**config.mk**
```make
export PLATFORM = sky130hd
export DESIGN_NAME = synth_cfg_writer_flat
export DESIGN_NICKNAME = d
export VERILOG_FILES = /design/src/rtl/synth_cfg_pkg.sv /design/src/rtl/synth_cfg_writer_if.sv /design/src/rtl/synth_cfg_fifo.sv /design/src/rtl/synth_cfg_writer.sv /design/src/flat_wrapper.sv
export SDC_FILE = /design/constraint.sdc
export NUM_CORES = 1
export LEC_CHECK = 0
export ABC_AREA = 1
export CAP_MARGIN = 15
export CORE_MARGIN = 2
export CORE_UTILIZATION = 55
export CTS_CLUSTER_SIZE = 8
export DETAILED_ROUTE_END_ITERATION = 7
export HOLD_SLACK_MARGIN = 0.05
export PLACE_DENSITY = 0.75
export SYNTH_ARGS = -nofsm -noshare
export SYNTH_HDL_FRONTEND = slang
export SYNTH_HIERARCHICAL = 1
export SYNTH_SLANG_ARGS = --single-unit
```
**constraint.sdc**
```tcl
create_clock -name clk -period 6.75 [get_ports clk]
set_clock_uncertainty 0.2 [all_clocks]
set_input_delay 1.0125 -clock clk [delete_from_list [all_inputs] [get_ports clk]]
set_output_delay 1.0125 -clock clk [all_outputs]
set_load 0.01 [all_outputs]
```
**src/rtl/synth_cfg_pkg.sv**
```systemverilog
// Shared types for the synth configuration pin protocol (initiator and receiver).
package synth_cfg_pkg;

   localparam int CFG_WORDS     = 8;
   localparam int CFG_ADDR_BITS = 3;

   localparam logic LANE_LO = 1'b0;
   localparam logic LANE_HI = 1'b1;

   typedef struct packed {
      logic [CFG_ADDR_BITS-1:0] addr;
      logic [15:0]              data;
      logic [1:0]               mask;
   } cfg_req_t;

   typedef enum logic [1:0] {
      ST_IDLE  = 2'd0,
      ST_SETUP = 2'd1,
      ST_HIGH  = 2'd2,
      ST_LOW   = 2'd3
   } cfg_state_t;

   function automatic logic [7:0] lane_byte(input logic [15:0] data, input logic lane);
      lane_byte = (lane == LANE_HI) ? data[15:8] : data[7:0];
   endfunction

   // Low lane always goes first when it is enabled.
   function automatic logic first_lane(input logic [1:0] mask);
      first_lane = mask[0] ? LANE_LO : LANE_HI;
   endfunction

endpackage

```
**src/rtl/synth_cfg_writer_if.sv**
```systemverilog
// Word-write request port: valid/ready handshake carrying address, data and byte mask.
interface synth_cfg_writer_if;
   import synth_cfg_pkg::*;

   logic                     req_valid;
   logic                     req_ready;
   logic [CFG_ADDR_BITS-1:0] req_addr;
   logic [15:0]              req_data;
   logic [1:0]               req_mask;

   modport master (output req_valid, req_addr, req_data, req_mask, input req_ready);
   modport slave  (input req_valid, req_addr, req_data, req_mask, output req_ready);

endinterface

```
**src/rtl/synth_cfg_fifo.sv**
```systemverilog
// Synchronous FIFO of write requests with full/empty flags and fill level.
module synth_cfg_fifo
   import synth_cfg_pkg::*;
#(
   parameter int DEPTH = 4
) (
   input  logic                 clk,
   input  logic                 rst_n,
   input  logic                 push,
   input  cfg_req_t             wr_data,
   input  logic                 pop,
   output cfg_req_t             rd_data,
   output logic                 full,
   output logic                 empty,
   output logic [$clog2(DEPTH):0] level
);
   localparam int PTR_W = $clog2(DEPTH);

   cfg_req_t           mem_r [DEPTH];
   logic [PTR_W-1:0]   wr_ptr_r;
   logic [PTR_W-1:0]   rd_ptr_r;
   logic [PTR_W:0]     level_r;
   logic               push_s;
   logic               pop_s;

   assign push_s  = push & ~full;
   assign pop_s   = pop & ~empty;
   assign full    = (level_r == (PTR_W+1)'(DEPTH));
   assign empty   = (level_r == {(PTR_W+1){1'b0}});
   assign level   = level_r;
   assign rd_data = mem_r[rd_ptr_r];

   // Pointers and level; a simultaneous push and pop leaves the level unchanged.
   always_ff @(posedge clk or negedge rst_n) begin
      if (!rst_n) begin
         wr_ptr_r <= {PTR_W{1'b0}};
         rd_ptr_r <= {PTR_W{1'b0}};
         level_r  <= {(PTR_W+1){1'b0}};
      end else begin
         if (push_s) wr_ptr_r <= wr_ptr_r + PTR_W'(1);
         if (pop_s)  rd_ptr_r <= rd_ptr_r + PTR_W'(1);
         case ({push_s, pop_s})
            2'b10:   level_r <= level_r + (PTR_W+1)'(1);
            2'b01:   level_r <= level_r - (PTR_W+1)'(1);
            default: level_r <= level_r;
         endcase
      end
   end

   // Storage array.
   always_ff @(posedge clk) begin
      if (push_s) mem_r[wr_ptr_r] <= wr_data;
   end

endmodule

```
**src/rtl/synth_cfg_writer.sv**
```systemverilog
// Buffers 16-bit config writes and serializes them into strobed byte transfers on the cfg pins.
module synth_cfg_writer
   import synth_cfg_pkg::*;
#(
   parameter int FIFO_DEPTH   = 4,
   parameter int SETUP_CYCLES = 2,
   parameter int HIGH_CYCLES  = 8,
   parameter int LOW_CYCLES   = 4
) (
   input  logic                        clk,
   input  logic                        rst_n,
   synth_cfg_writer_if.slave           req,
   output logic [7:0]                  cfg_data_out,
   output logic [3:0]                  cfg_addr_out,
   output logic                        cfg_strobe_out,
   output logic                        busy,
   output logic [$clog2(FIFO_DEPTH):0] fifo_level
);
   localparam int MAX_CYC = (HIGH_CYCLES > SETUP_CYCLES) ?
                            ((HIGH_CYCLES > LOW_CYCLES) ? HIGH_CYCLES : LOW_CYCLES) :
                            ((SETUP_CYCLES > LOW_CYCLES) ? SETUP_CYCLES : LOW_CYCLES);
   localparam int CNT_W   = $clog2(MAX_CYC);

   cfg_state_t state_r, state_nxt_s;
   logic [CNT_W-1:0] cnt_r, cnt_nxt_s;
   cfg_req_t   hold_r, hold_nxt_s;
   logic       lane_r, lane_nxt_s;
   logic [7:0] data_r, data_nxt_s;
   logic [3:0] addr_r, addr_nxt_s;
   logic       strobe_r, strobe_nxt_s;
   logic       run_r;
   logic       pop_s, full_s, empty_s, push_s;
   cfg_req_t   head_s, wr_s;

   assign wr_s          = '{addr: req.req_addr, data: req.req_data, mask: req.req_mask};
   assign req.req_ready = run_r & ~full_s;
   assign push_s        = req.req_valid & req.req_ready;

   synth_cfg_fifo #(.DEPTH(FIFO_DEPTH)) u_fifo (
      .clk     (clk),
      .rst_n   (rst_n),
      .push    (push_s),
      .wr_data (wr_s),
      .pop     (pop_s),
      .rd_data (head_s),
      .full    (full_s),
      .empty   (empty_s),
      .level   (fifo_level)
   );

   assign cfg_data_out   = data_r;
   assign cfg_addr_out   = addr_r;
   assign cfg_strobe_out = strobe_r;
   assign busy           = ~empty_s | (state_r != ST_IDLE);

   // Serializer next-state: pins change only on entry to SETUP.
   always_comb begin
      state_nxt_s  = state_r;
      cnt_nxt_s    = cnt_r;
      hold_nxt_s   = hold_r;
      lane_nxt_s   = lane_r;
      data_nxt_s   = data_r;
      addr_nxt_s   = addr_r;
      strobe_nxt_s = strobe_r;
      pop_s        = 1'b0;
      case (state_r)
         ST_IDLE: begin
            strobe_nxt_s = 1'b0;
            if (!empty_s) begin
               pop_s      = 1'b1;
               hold_nxt_s = head_s;
               if (head_s.mask != 2'b00) begin
                  lane_nxt_s  = first_lane(head_s.mask);
                  data_nxt_s  = lane_byte(head_s.data, first_lane(head_s.mask));
                  addr_nxt_s  = {head_s.addr, first_lane(head_s.mask)};
                  cnt_nxt_s   = CNT_W'(SETUP_CYCLES - 1);
                  state_nxt_s = ST_SETUP;
               end else begin
                  state_nxt_s = ST_IDLE;
               end
            end else begin
               state_nxt_s = ST_IDLE;
            end
         end
         ST_SETUP: begin
            if (cnt_r == {CNT_W{1'b0}}) begin
               strobe_nxt_s = 1'b1;
               cnt_nxt_s    = CNT_W'(HIGH_CYCLES - 1);
               state_nxt_s  = ST_HIGH;
            end else begin
               cnt_nxt_s = cnt_r - CNT_W'(1);
            end
         end
         ST_HIGH: begin
            if (cnt_r == {CNT_W{1'b0}}) begin
               strobe_nxt_s = 1'b0;
               cnt_nxt_s    = CNT_W'(LOW_CYCLES - 1);
               state_nxt_s  = ST_LOW;
            end else begin
               cnt_nxt_s = cnt_r - CNT_W'(1);
            end
         end
         ST_LOW: begin
            if (cnt_r == {CNT_W{1'b0}}) begin
               if ((hold_r.mask == 2'b11) && (lane_r == LANE_LO)) begin
                  lane_nxt_s  = LANE_HI;
                  data_nxt_s  = lane_byte(hold_r.data, LANE_HI);
                  addr_nxt_s  = {hold_r.addr, LANE_HI};
                  cnt_nxt_s   = CNT_W'(SETUP_CYCLES - 1);
                  state_nxt_s = ST_SETUP;
               end else begin
                  state_nxt_s = ST_IDLE;
               end
            end else begin
               cnt_nxt_s = cnt_r - CNT_W'(1);
            end
         end
         default: begin
            strobe_nxt_s = 1'b0;
            state_nxt_s  = ST_IDLE;
         end
      endcase
   end

   // Serializer state and pin registers.
   always_ff @(posedge clk or negedge rst_n) begin
      if (!rst_n) begin
         state_r  <= ST_IDLE;
         cnt_r    <= {CNT_W{1'b0}};
         hold_r   <= '0;
         lane_r   <= LANE_LO;
         data_r   <= 8'h00;
         addr_r   <= 4'h0;
         strobe_r <= 1'b0;
         run_r    <= 1'b0;
      end else begin
         state_r  <= state_nxt_s;
         cnt_r    <= cnt_nxt_s;
         hold_r   <= hold_nxt_s;
         lane_r   <= lane_nxt_s;
         data_r   <= data_nxt_s;
         addr_r   <= addr_nxt_s;
         strobe_r <= strobe_nxt_s;
         run_r    <= 1'b1;
      end
   end

endmodule

```
**src/flat_wrapper.sv**
```systemverilog
// flat-port wrapper written by rule: the top's interface ports become plain ports
module synth_cfg_writer_flat import synth_cfg_pkg::*;
#(
   parameter int FIFO_DEPTH   = 4,
   parameter int SETUP_CYCLES = 2,
   parameter int HIGH_CYCLES  = 8,
   parameter int LOW_CYCLES   = 4
)
  (clk, rst_n, cfg_data_out, cfg_addr_out, cfg_strobe_out, busy, fifo_level, req_req_valid, req_req_addr, req_req_data, req_req_mask, req_req_ready);
  synth_cfg_writer_if req_i ();
  input  logic clk;
  input  logic rst_n;
  output logic [7:0] cfg_data_out;
  output logic [3:0] cfg_addr_out;
  output logic cfg_strobe_out;
  output logic busy;
  output logic [$clog2(FIFO_DEPTH):0] fifo_level;
  input wire logic [$bits(req_i.req_valid)-1:0] req_req_valid;
  input wire logic [$bits(req_i.req_addr)-1:0] req_req_addr;
  input wire logic [$bits(req_i.req_data)-1:0] req_req_data;
  input wire logic [$bits(req_i.req_mask)-1:0] req_req_mask;
  output wire logic [$bits(req_i.req_ready)-1:0] req_req_ready;
  assign req_i.req_valid = req_req_valid;
  assign req_i.req_addr = req_req_addr;
  assign req_i.req_data = req_req_data;
  assign req_i.req_mask = req_req_mask;
  assign req_req_ready = req_i.req_ready;
  synth_cfg_writer #(.FIFO_DEPTH(FIFO_DEPTH), .SETUP_CYCLES(SETUP_CYCLES), .HIGH_CYCLES(HIGH_CYCLES), .LOW_CYCLES(LOW_CYCLES)) u_core (.clk(clk), .rst_n(rst_n), .req(req_i), .cfg_data_out(cfg_data_out), .cfg_addr_out(cfg_addr_out), .cfg_strobe_out(cfg_strobe_out), .busy(busy), .fifo_level(fifo_level));
endmodule
```
* Yosys cells after proc, flatten, opt, wreduce, memory -nomap -nowiden
Memory sizes are Yosys's and may differ from the RTL's.
Index checks and enable logic that the tools add are counted.
** Storage, ports and cells
- Register bits :: 48
- Memory bits (writable) :: 84
- Bits of input ports :: 24
- Output and inout bits :: 18
- Word-level logic and storage cells :: 94
- Memories kept :: 1
** Operators by class
- Add/sub/neg operators :: 5
- Eq/ne operators :: 14
- Muxes and demuxes :: 39
- Bitwise gates (word level) :: 8
- Reduce and logical (&&, ||, !) cells :: 14
** Memory list
- u_core.u_fifo.mem_r :: depth 4, bits a word 21, rd ports 1, clocked after memory_dff 0, write ports 1, line synth_cfg_fifo.sv:19 : cfg_req_t mem_r [DEPTH];
** Operators with widths (number)
- $mux 8 :: 5
- $mux 3 :: 6
- $mux 4 :: 4
- $pmux 8 s2 :: 1
- $mux 1 :: 14
- $pmux 3 s4 :: 1
- $ne 2x1->1 const B :: 5
- $reduce_and 3->1 :: 3
- $eq 2x2->1 const B :: 4
- $pmux 2 s4 :: 1
- $pmux 4 s2 :: 1
- $reduce_bool 2->1 :: 4
- $logic_not 3->1 :: 2
- $mux 2 :: 3
- $pmux 3 s2 :: 1
- $sub 3x1->3 const B :: 2
- $reduce_and 5->1 :: 1
- $add 2x1->2 const B :: 2
- $and 1x1->1 :: 4
- $eq 2x1->1 const B :: 2
- $add 3x1->3 const B :: 1
- $eq 3x3->1 const B :: 1
- $ne 3x3->1 const B :: 1
- $not 1->1 :: 3
- other kinds (8) :: 8

* Depth between registers and ports, before layout
Gate-level depths: netlist of run 1.
- Word-level depth :: 7
- Depth in mapped cells :: 17
- Gate-level depth less buffers :: 16

* Hierarchy
The synthesis of run 1 kept the hierarchy.
** By module, submodules not included
- synth_cfg_fifo :: instances 1, cells each 306, area an instance 3897.5 um^2, seq. area each 2697.6 um^2
- synth_cfg_writer :: instances 1, cells each 245, area an instance 1815.5 um^2, seq. area each 800.8 um^2

* Worst setup path before layout of run 1
No wires, ideal clock.
- Path type :: input-to-reg
- Start point :: in req_req_valid
- End point :: mem u_core/u_fifo/mem_r[0][0] (netlist bit), enable pin
- Library setup time :: 399 ps
- Arrival :: 2405 ps
- Data required time :: 6151 ps
- Setup slack :: 3746 ps
- Cell stages on the path :: 3
- Buffers on the path :: 0
- Cells stage by stage :: nor3b_1 > nand2_1 > nor2_1
** On the way
- Word-level cells in the longest chain between the ends :: 4
** Ends and longest elaborated chain
- start: declaration :: line flat_wrapper.sv:18 : input wire logic [$bits(req_i.req_valid)-1:0] req_req_valid;
- $and 1x1->1 :: line synth_cfg_writer.sv:37 : assign push_s = req.req_valid & req.req_ready;
- $and 1x1->1 :: line synth_cfg_fifo.sv:26 : assign push_s = push & ~full;
- $mux 1 :: line synth_cfg_fifo.sv:52 : if (push_s) mem_r[wr_ptr_r] <= wr_data;
- $mux 1 (implied by the code) :: line synth_cfg_fifo.sv:52
- end: declaration :: line synth_cfg_fifo.sv:19
Every way passes these cells.

* Final worst setup path of run 1
- Start point :: reg u_core.state_r[0]
- End point :: out busy
** On the way
- Word-level cells in the longest chain between the ends :: 2
** Ends and longest elaborated chain
- start: declaration :: line synth_cfg_writer.sv:24 : cfg_state_t state_r, state_nxt_s;
- start signal: assignment :: line synth_cfg_writer.sv:137 : state_r <= state_nxt_s;
- $reduce_bool 2->1 :: line synth_cfg_writer.sv:54 : assign busy = ~empty_s | (state_r != ST_IDLE);
- $or 1x1->1 :: line synth_cfg_writer.sv:54
- end: declaration :: line flat_wrapper.sv:16 : output logic busy;
Every way passes these cells.

==> results.md, run 1 <==
- The number of global-route vias before repair is 3736.
- Traced cell by cell, the critical path runs through inv_1 -> ha_1 -> nand2_1 -> clkdlybuf4s50_1.
- Clock-pin slew was measured on the worst setup and hold paths at 0.05 ns.
- The timing-limited maximum frequency is 313 MHz.
- In this run the tightest slew margin relative to its limit is a little under two fifths.
- The areal power density over the cells is 469 nW/um^2.
- Counting the buffers created by CTS gives 17.
- The setup-violating endpoint count in the final report is 0.
- The maximum net fanout on the critical path is 6.
- The final max-slew violation count came to 0.
- Measured along the x axis, the die boundary spans between 100 and 150 microns.
- The total routed wirelength is 10800 microns.
- The cell chosen for the clock root is sky130_fd_sc_hd__clkbuf_8.
- The number of buffers inserted by port buffering is 41.
- The slew at the pin closest to its max-slew limit is 0.935 ns.
- The via total after detailed routing is 3738.
- Of the synthesized area, sequential elements account for 61.2%.
- The latest clock arrival within the worst-skew pair is about 0.52 ns.
- At the placement stage, the worst setup path has a slack of about 3.5 ns.
- The final cycle utilization of the critical path is 47.3%.
- The pre-antenna-repair detailed-routing pass consisted of 4 iterations.
- For this run the aggregate overflow at the end of global routing stands at 0.
- The wire length of the first global-routing pass is 18100 microns.
- In the layout the commonest cells are 179 x sky130_fd_sc_hd__nand2_1, 84 x sky130_fd_sc_hd__inv_1, 84 x sky130_fd_sc_hd__edfxtp_1, 40 x sky130_fd_sc_hd__clkdlybuf4s50_1, 39 x sky130_fd_sc_hd__dfrtp_1.
- The number of maximum-capacitance constraint violations is 0.
- The worst-case clock buffer depth is 2.
- The area of the die is 11200 sq um.
- The combined global-route utilization of all metal layers is 21.3%.
- The number of nets with antenna violations after detailed routing is 0.
- The layout cell share with drive strength beyond 1 is 11.7%.
- Relative to the synthesized area, the layout overhead comes to 17.0%.
- The largest single stage delay on the critical path is 0.50 ns.
- The post-detailed-placement half-perimeter wirelength is approximately 6900 microns.
- The yosys synthesis warning count is 6.
- The post-detailed-route wirelength per cell is 14.5 microns.
- Setup slack on the critical path of the routed design comes to 3.55 ns.
- The congestion estimate from routability-driven global placement came to 0.822.
- In this run the count of I/O pins placed on the die edge is 42.
- The path class of the tightest hold or removal check is reg2reg.
- The number of buffers added for setup after CTS is 0.
- The repair_antennas step left the layout with diodes totalling 0.
- In the routed layout, each cell is associated on average with a via count of 5.03.
- Entering global routing, the biggest net connects 86 pins.
- The reg2reg setup slack is 3.90 ns.
- The initial standard-cell utilization of the core is 56.1%.
- CTS saw 123 sinks.
- The cell area that synthesis handed to floorplanning was 5710 sq um.
- The kind of start point of the critical path is a register.
- TritonCTS built the clock tree.
- The core region is around 10000 sq um.
- The commonest non-fill, non-tap cell in the layout is sky130_fd_sc_hd__nand2_1.
- The static leakage is 0.00301 uW.
- The count of hold-fix buffers inserted at cts is 0.
- After layout, the minimum clock period comes to 3.20 ns.
- The H-tree was split into 4 levels.
- The number of filler cells placed in the layout is 782.
- After routing the design area is 6690 sq um.
- The initial antenna violation count is 0.
- The worst setup path is captured at an output port.
- The cell count after synthesis is 551.
- The number of gates resized after CTS is 0.
- The mean instance size in the synthesized netlist is 10.4 sq um.
- The worst ir drop on vdd is 223 uV.
- The highest-delay cell along the critical path is sky130_fd_sc_hd__clkdlybuf4s50_1.
- The required time at the worst-slack endpoint is approximately 5.5 ns.
- The flow ran to the end, and the final reports show no timing, DRC or antenna violations.
- The final count of hold timing violations is 0.
- After detailed routing, the number of remaining DRC violations is 0.
- The worst hold margin is 0.270 ns.
- Setup repair after global routing left no endpoint under its margin.
- The number of synthesized register bits is roughly 120.
- The post-layout net count is 630.
- Adding up every negative setup slack in the final design gives 0 ns.
- Power comes to 3140 uW.
- The number of design-rule violations left by the first detailed-router iteration is 228.
- After floorplanning, the core was divided into 37 placement rows.
- The unique cell type count in the Yosys netlist is 28.
- After detailed placement, the total cell area comes to just over 6000 sq um.
- The die is 106 microns tall.
- Data arrives at the worst endpoint at 1.98 ns.
- The critical path in this run is classified as reg2out.
- Counting every net in the synthesized netlist gives roughly 600.
report_power, final:
part	internal, uW	switching (uW)
clock network	512	296
logic	440	813
registers	985	91.1
total	1940	1200
registers in the layout, summed over array words and instances (netlist names):
register / count
u_core/u_fifo/mem_r: 84
u_core/hold_r: 13
u_core/cfg_data_out: 8
u_core/cfg_addr_out: 4
u_core/cnt_r: 3
u_core/u_fifo/level: 3
u_core/state_r: 2
u_core/u_fifo/rd_ptr_r: 2
u_core/u_fifo/wr_ptr_r: 2
u_core/cfg_strobe_out: 1
u_core/run_r: 1
layer usage:
layer,part of all wire (%),vias to the layer above,global-route usage (%)
met1,43,1760,26.2
met3,4.2,12,4.72
met2,51,78,36.1
met4,1.5,0,9.59
li1,-,1888,-
met5,0,-,0
worst max-delay path: cells and delay by family (launching register included):
| family | cells | cell delay (ns) |
|---|---|---|
| simple gates | 1 | 0.13 |
| buf+inv | 2 | 0.64 |
| flops | 1 | 0.40 |
| fa+ha+maj | 1 | 0.30 |
logic make-up after synthesis:
| logic type | share of synthesized area (%) |
|---|---|
| fa+ha+maj | 2.54 |
| buf+inv | 9.15 |
| compound gates | 9.55 |
| flops | 61.2 |
| other cells | 0.0656 |
| xor+xnor | 0.153 |
| simple gates | 17.3 |
synthesized netlist by cell type:
library cell / n / area (sq um)
sky130_fd_sc_hd__a21oi_1: 3 / 15.0
sky130_fd_sc_hd__buf_2: 8 / 40.0
sky130_fd_sc_hd__buf_4: 2 / 15.0
sky130_fd_sc_hd__buf_6: 10 / 113
sky130_fd_sc_hd__clkbuf_1: 2 / 7.51
sky130_fd_sc_hd__conb_1: 1 / 3.75
sky130_fd_sc_hd__dfrtp_1: 39 / 976
sky130_fd_sc_hd__edfxtp_1: 84 / 2520
sky130_fd_sc_hd__fa_1: 1 / 20.0
sky130_fd_sc_hd__ha_1: 10 / 125
sky130_fd_sc_hd__inv_1: 84 / 315
sky130_fd_sc_hd__inv_2: 7 / 26.3
sky130_fd_sc_hd__inv_4: 1 / 6.26
sky130_fd_sc_hd__nand2_1: 179 / 672
sky130_fd_sc_hd__nand2_2: 6 / 37.5
sky130_fd_sc_hd__nand2_4: 1 / 11.3
sky130_fd_sc_hd__nand3_1: 27 / 135
sky130_fd_sc_hd__nand3_4: 1 / 17.5
sky130_fd_sc_hd__nand4_1: 5 / 31.3
sky130_fd_sc_hd__nand4_2: 1 / 12.5
sky130_fd_sc_hd__nor2_1: 11 / 41.3
sky130_fd_sc_hd__nor2_4: 2 / 22.5
sky130_fd_sc_hd__nor3b_1: 1 / 7.51
sky130_fd_sc_hd__o211ai_1: 21 / 158
sky130_fd_sc_hd__o211ai_2: 21 / 263
sky130_fd_sc_hd__o21ai_0: 18 / 90.1
sky130_fd_sc_hd__o21ai_1: 4 / 20.0
sky130_fd_sc_hd__xnor2_1: 1 / 8.76
worst paths after layout:
| kind | endpoint | cells after the start | from |
|---|---|---|---|
| setup / recovery | busy | 4 | u_core/state_r[0] |
| hold / removal | u_core/cfg_addr_out[3] | 2 | u_core/cfg_addr_out[3] |
| setup reg to reg | u_core/cnt_r[2] | 10 | u_core/u_fifo/rd_ptr_r[0] |
| hold reg to reg | u_core/cfg_addr_out[3] | 2 | u_core/cfg_addr_out[3] |
| max in group asynchronous | u_core/hold_r[16] | 1 | rst_n |
| min in group asynchronous | u_core/state_r[0] | 1 | rst_n |
stage by stage:
step,cells,util [%]
after floorplan,551,-
after CTS,743,65.7
after global routing,743,65.7
after global placement,712,60.5
final,743,65.7
after detailed placement,712,60.5
final cells by class:
type | count | area [sq um] | area share, %
flip-flops and latches | 123 | 3500 | 52.3
multi-input cells | 314 | 1690 | 25.3
repair buffers | 47 | 450 | 6.74
clock buffers | 19 | 422 | 6.31
inverters | 92 | 348 | 5.20
well taps | 136 | 170 | 2.54
clock inverters | 12 | 106 | 1.59
No activity file was read; power rests on OpenSTA's default activity.
==> run 2, diff against run 1 <==
Settings changed: CORE_UTILIZATION 55 to 53.
Clock period 6.75 ns to 2.76 ns, I/O delays scaled along.
==> run 2 against run 1 <==
  * Clock power grew to 2.6 times the previous value
  * Power grew to 2.5 times the previous value
  * Via count grew 2.4%
  * First-iteration DRC count grew 6.6%
  * Critical endpoint unchanged
  * Sequential cell count is the same
  * Sequential share of layout area shrank 0.93 points
  * Final cell count grew 0.67%
  * Largest power group unchanged
  * Hold slack lost 0.0011 ns
  * Global-route usage shrank 0.47 points
  * Critical path depth is the same
==> results.md, run 2 (synthesized netlist as in run 1, its figures left out) <==
- The run finished with clean final reports.
- The max-slew headroom at the worst pin is 40.8%.
- The number of setup buffers added after CTS is 0.
- For this run, the detailed router's first-pass iteration total came to 4.
- The clock-pin slew of the registers on the worst-case setup and hold paths is 0.06 ns.
- STA classifies the critical path endpoint as an output port.
- The start point of the critical path is u_core/state_r[1].
- Counting cells, the worst reg-to-reg path comes to 13.
- In this run the most critical hold path is launched from u_core/cfg_addr_out[2].
- The post-layout net count is 634.
- The signal on the critical path passes through inv_1 -> ha_1 -> nand2_1 -> clkdlybuf4s50_1.
- The setup-violating endpoint count in the final report is 0.
- TritonCTS built the clock tree.
- The delay contributed by the slowest stage of the critical path is 0.51 ns.
- The count of nets left with antenna violations once routing finished came out at 0.
- The via total after detailed routing is 3826.
- The clock passes through at most 2 buffers.
- The post-detailed-route wirelength per cell is 14.5 microns.
- At the end of routability-driven placement, the weighted congestion stood at approximately 0.82.
- The met1 track utilization from global routing is 25.4%.
- The highest-delay cell along the critical path is sky130_fd_sc_hd__clkdlybuf4s50_1.
- The initial antenna violation count is 0.
- Dividing the final minimum period by the clock period gives 95.1%.
- Clock latency on the worst-skew pair, taken at its later pin, is 0.51 ns.
- The register with the most flip-flops in the layout has 84 of them.
- For flop-to-flop paths, the worst setup slack is 0.35 ns.
- The area of all sequential standard cells is 3500 sq um.
- The origin of the critical flop-to-flop path is u_core/state_r[1].
- The required time at the worst-slack endpoint is 2.15 ns.
- The hold path depth is 2.
- Across the run, the number of max-cap violations was 0.
- Entering global routing, the biggest net connects 74 pins.
- The total inserted antenna cells is 0.
- IR analysis of the VDD net gives a maximum drop of between 500 and 600 uV.
- In this run, placement finished with an instance count of 715.
- In this run, flip-flops and latches consume 33.5% of the power.
- Static timing analysis puts the maximum clock frequency at roughly 380 MHz.
- The initial utilization of the core area, before any placement, comes to 54.8%.
- The slew at the pin closest to its max-slew limit is 0.889 ns.
- The routed via count divided by cell count is 5.11.
- The number of global-route vias before repair is 3869.
- The floorplan step set the die width to 108 microns.
- Summed over all layers, the routed wires come to about 11000 microns.
- The switching part of the total power is between 30% and 40%.
- Cell internal power was estimated by the tool at 4890 uW.
- The count of hold-fix buffers inserted at cts is 1.
- The die is 108 microns tall.
- The maximum net fanout on the critical path is 6.
- After layout, the minimum clock period comes to 2.63 ns.
- The H-tree generated during clock tree synthesis spans 4 levels.
- The kind of start point of the critical path is a register.
- The core outline area is approximately 10000 sq um.
- Across every metal layer, demand over resource in global routing totals a little over a fifth.
- Leaving out fill and tap cells, the most frequent cell in the layout is sky130_fd_sc_hd__nand2_1.
- The count of boundary I/O pins is 42.
- The areal power density over the cells is about 1200 nW/um^2.
- Global routing consumed, on the met3 layer, 5.45% of the routing resources.
- Counting the fill cells in the layout gives ~800.
- The final design utilization is 65.4%.
- The DRC violations left is 0.
- The final max-slew violation count was 0.
- The clock network fraction of design power is 26.3%.
- The hold path endpoint is u_core/cfg_addr_out[2].
- In the final layout, the share of cells above drive strength 1 is approximately an eighth.
- The combinational cell fraction of total power is approximately two fifths.
- Summed over all failing endpoints, the final setup total negative slack is 0 ns.
- The register with the most flip-flops in the final layout is u_core/u_fifo/mem_r.
- Leaving out fill and tap cells, the most frequent cells in the layout are 179 x sky130_fd_sc_hd__nand2_1, 84 x sky130_fd_sc_hd__inv_1, 84 x sky130_fd_sc_hd__edfxtp_1, 40 x sky130_fd_sc_hd__clkdlybuf4s50_1, 39 x sky130_fd_sc_hd__dfrtp_1.
- The final count of hold timing violations is 0.
- The area growth from synthesis to layout is 19.2%.
- The most used routing layer in global routing is met2.
- The tree is rooted in a sky130_fd_sc_hd__clkbuf_8.
- The die covers between 10000 and 15000 sq um.
- In this run the tool buffered the top-level ports with 41 buffer cells.
- For this design, the sink count on the clock tree is 123.
- The data arrival time of the worst path is 2.01 ns.
- In this run the static leakage power is slightly above 0.003 uW.
- The analysis attributes to net switching a power of 2980 uW.
- The TritonCTS buffer count is 17.
- The number of gates resized after CTS is 0.
- The area of the multi-input gates is 1690 sq um.
- The post-detailed-placement half-perimeter wirelength is 7030 microns.
- The first global-routing pass estimated 18300 microns of wire.
- The critical setup path kind is reg2out.
- The path class of the tightest hold or removal check is reg2reg.
- The met2 capacity usage during global routing is 35.1%.
- Global routing finished with a remaining overflow of 0.
- Setup repair after global routing left no endpoint under its margin.
- The number of design-rule violations left by the first detailed-router iteration is 243.
- The number of cells in the finished layout apart from fillers is 748.
- The endpoint identified for the worst register-to-register timing path is u_core/u_fifo/level[2].
- The number of core rows is 37.
[run 2: cell types whose count changed in the layout (fill, tap and decap cells not counted), sizes merged]
cell / change
bufinv: +1
clkinvlp: -1
clkbuf: +1
dlygate4sd3: +1
buf: +3
[run 2: stage by stage]
| step | power (uW) | cell area, sq um | setup WS [ns] | hold WS, ns |
|---|---|---|---|---|
| after floorplan | 5000 | 5710 | 0.0854 | -0.0816 |
| after global placement | 5700 | 6240 | 0.377 | 0.256 |
| after detailed placement | 5820 | 6240 | 0.307 | 0.258 |
| after CTS | 7920 | 6810 | 0.0996 | 0.272 |
| after global routing | 8460 | 6810 | 0.00950 | 0.288 |
| final | 7880 | 6810 | 0.135 | 0.268 |
[run 2: metal layers]
layer / up-vias / share of wire (%) / routed length (microns)
met4: 0 / 1.5 / 158
met1: 1838 / 43 / 4730
met5: - / 0 / 0
met3: 16 / 3.9 / 426
met2: 79 / 51 / 5570
li1: 1893 / - / -
[run 2: cell type report]
type / count / share of cell area (%)
multi-input cells: 314 / 24.8
repair buffers: 51 / 8.01
clock inverters: 12 / 1.89
clock buffers: 20 / 6.25
well taps: 136 / 2.50
flip-flops and latches: 123 / 51.4
inverters: 92 / 5.11
[run 2: power groups by stage]
stage | logic (uW) | registers, uW | clock network [uW]
floorplan | 2320 | 2670 | 0
global placement | 3050 | 2650 | 0
detailed placement | 3150 | 2670 | 0
CTS | 3170 | 2640 | 2110
global route | 3580 | 2690 | 2200
finish | 3160 | 2640 | 2070
[run 2: critical path: cells and delay by family (launching register included)]
kind,cells,cell delay [ns]
buffers and inverters,2,0.64
adders and majority gates,1,0.32
DFF,1,0.40
and+or+nand+nor,1,0.14
[run 2: how the worst max path moves through the flow]
stage	slack (ns)	end	cells past startpoint
after CTS	0.1	busy	4
after global routing	0.01	busy	4
after detailed placement	0.31	u_core/u_fifo/level[1]	7
after global placement	0.38	u_core/u_fifo/level[1]	7
final	0.13	busy	4
after floorplan	0.09	u_core/u_fifo/mem_r[0][0]	6
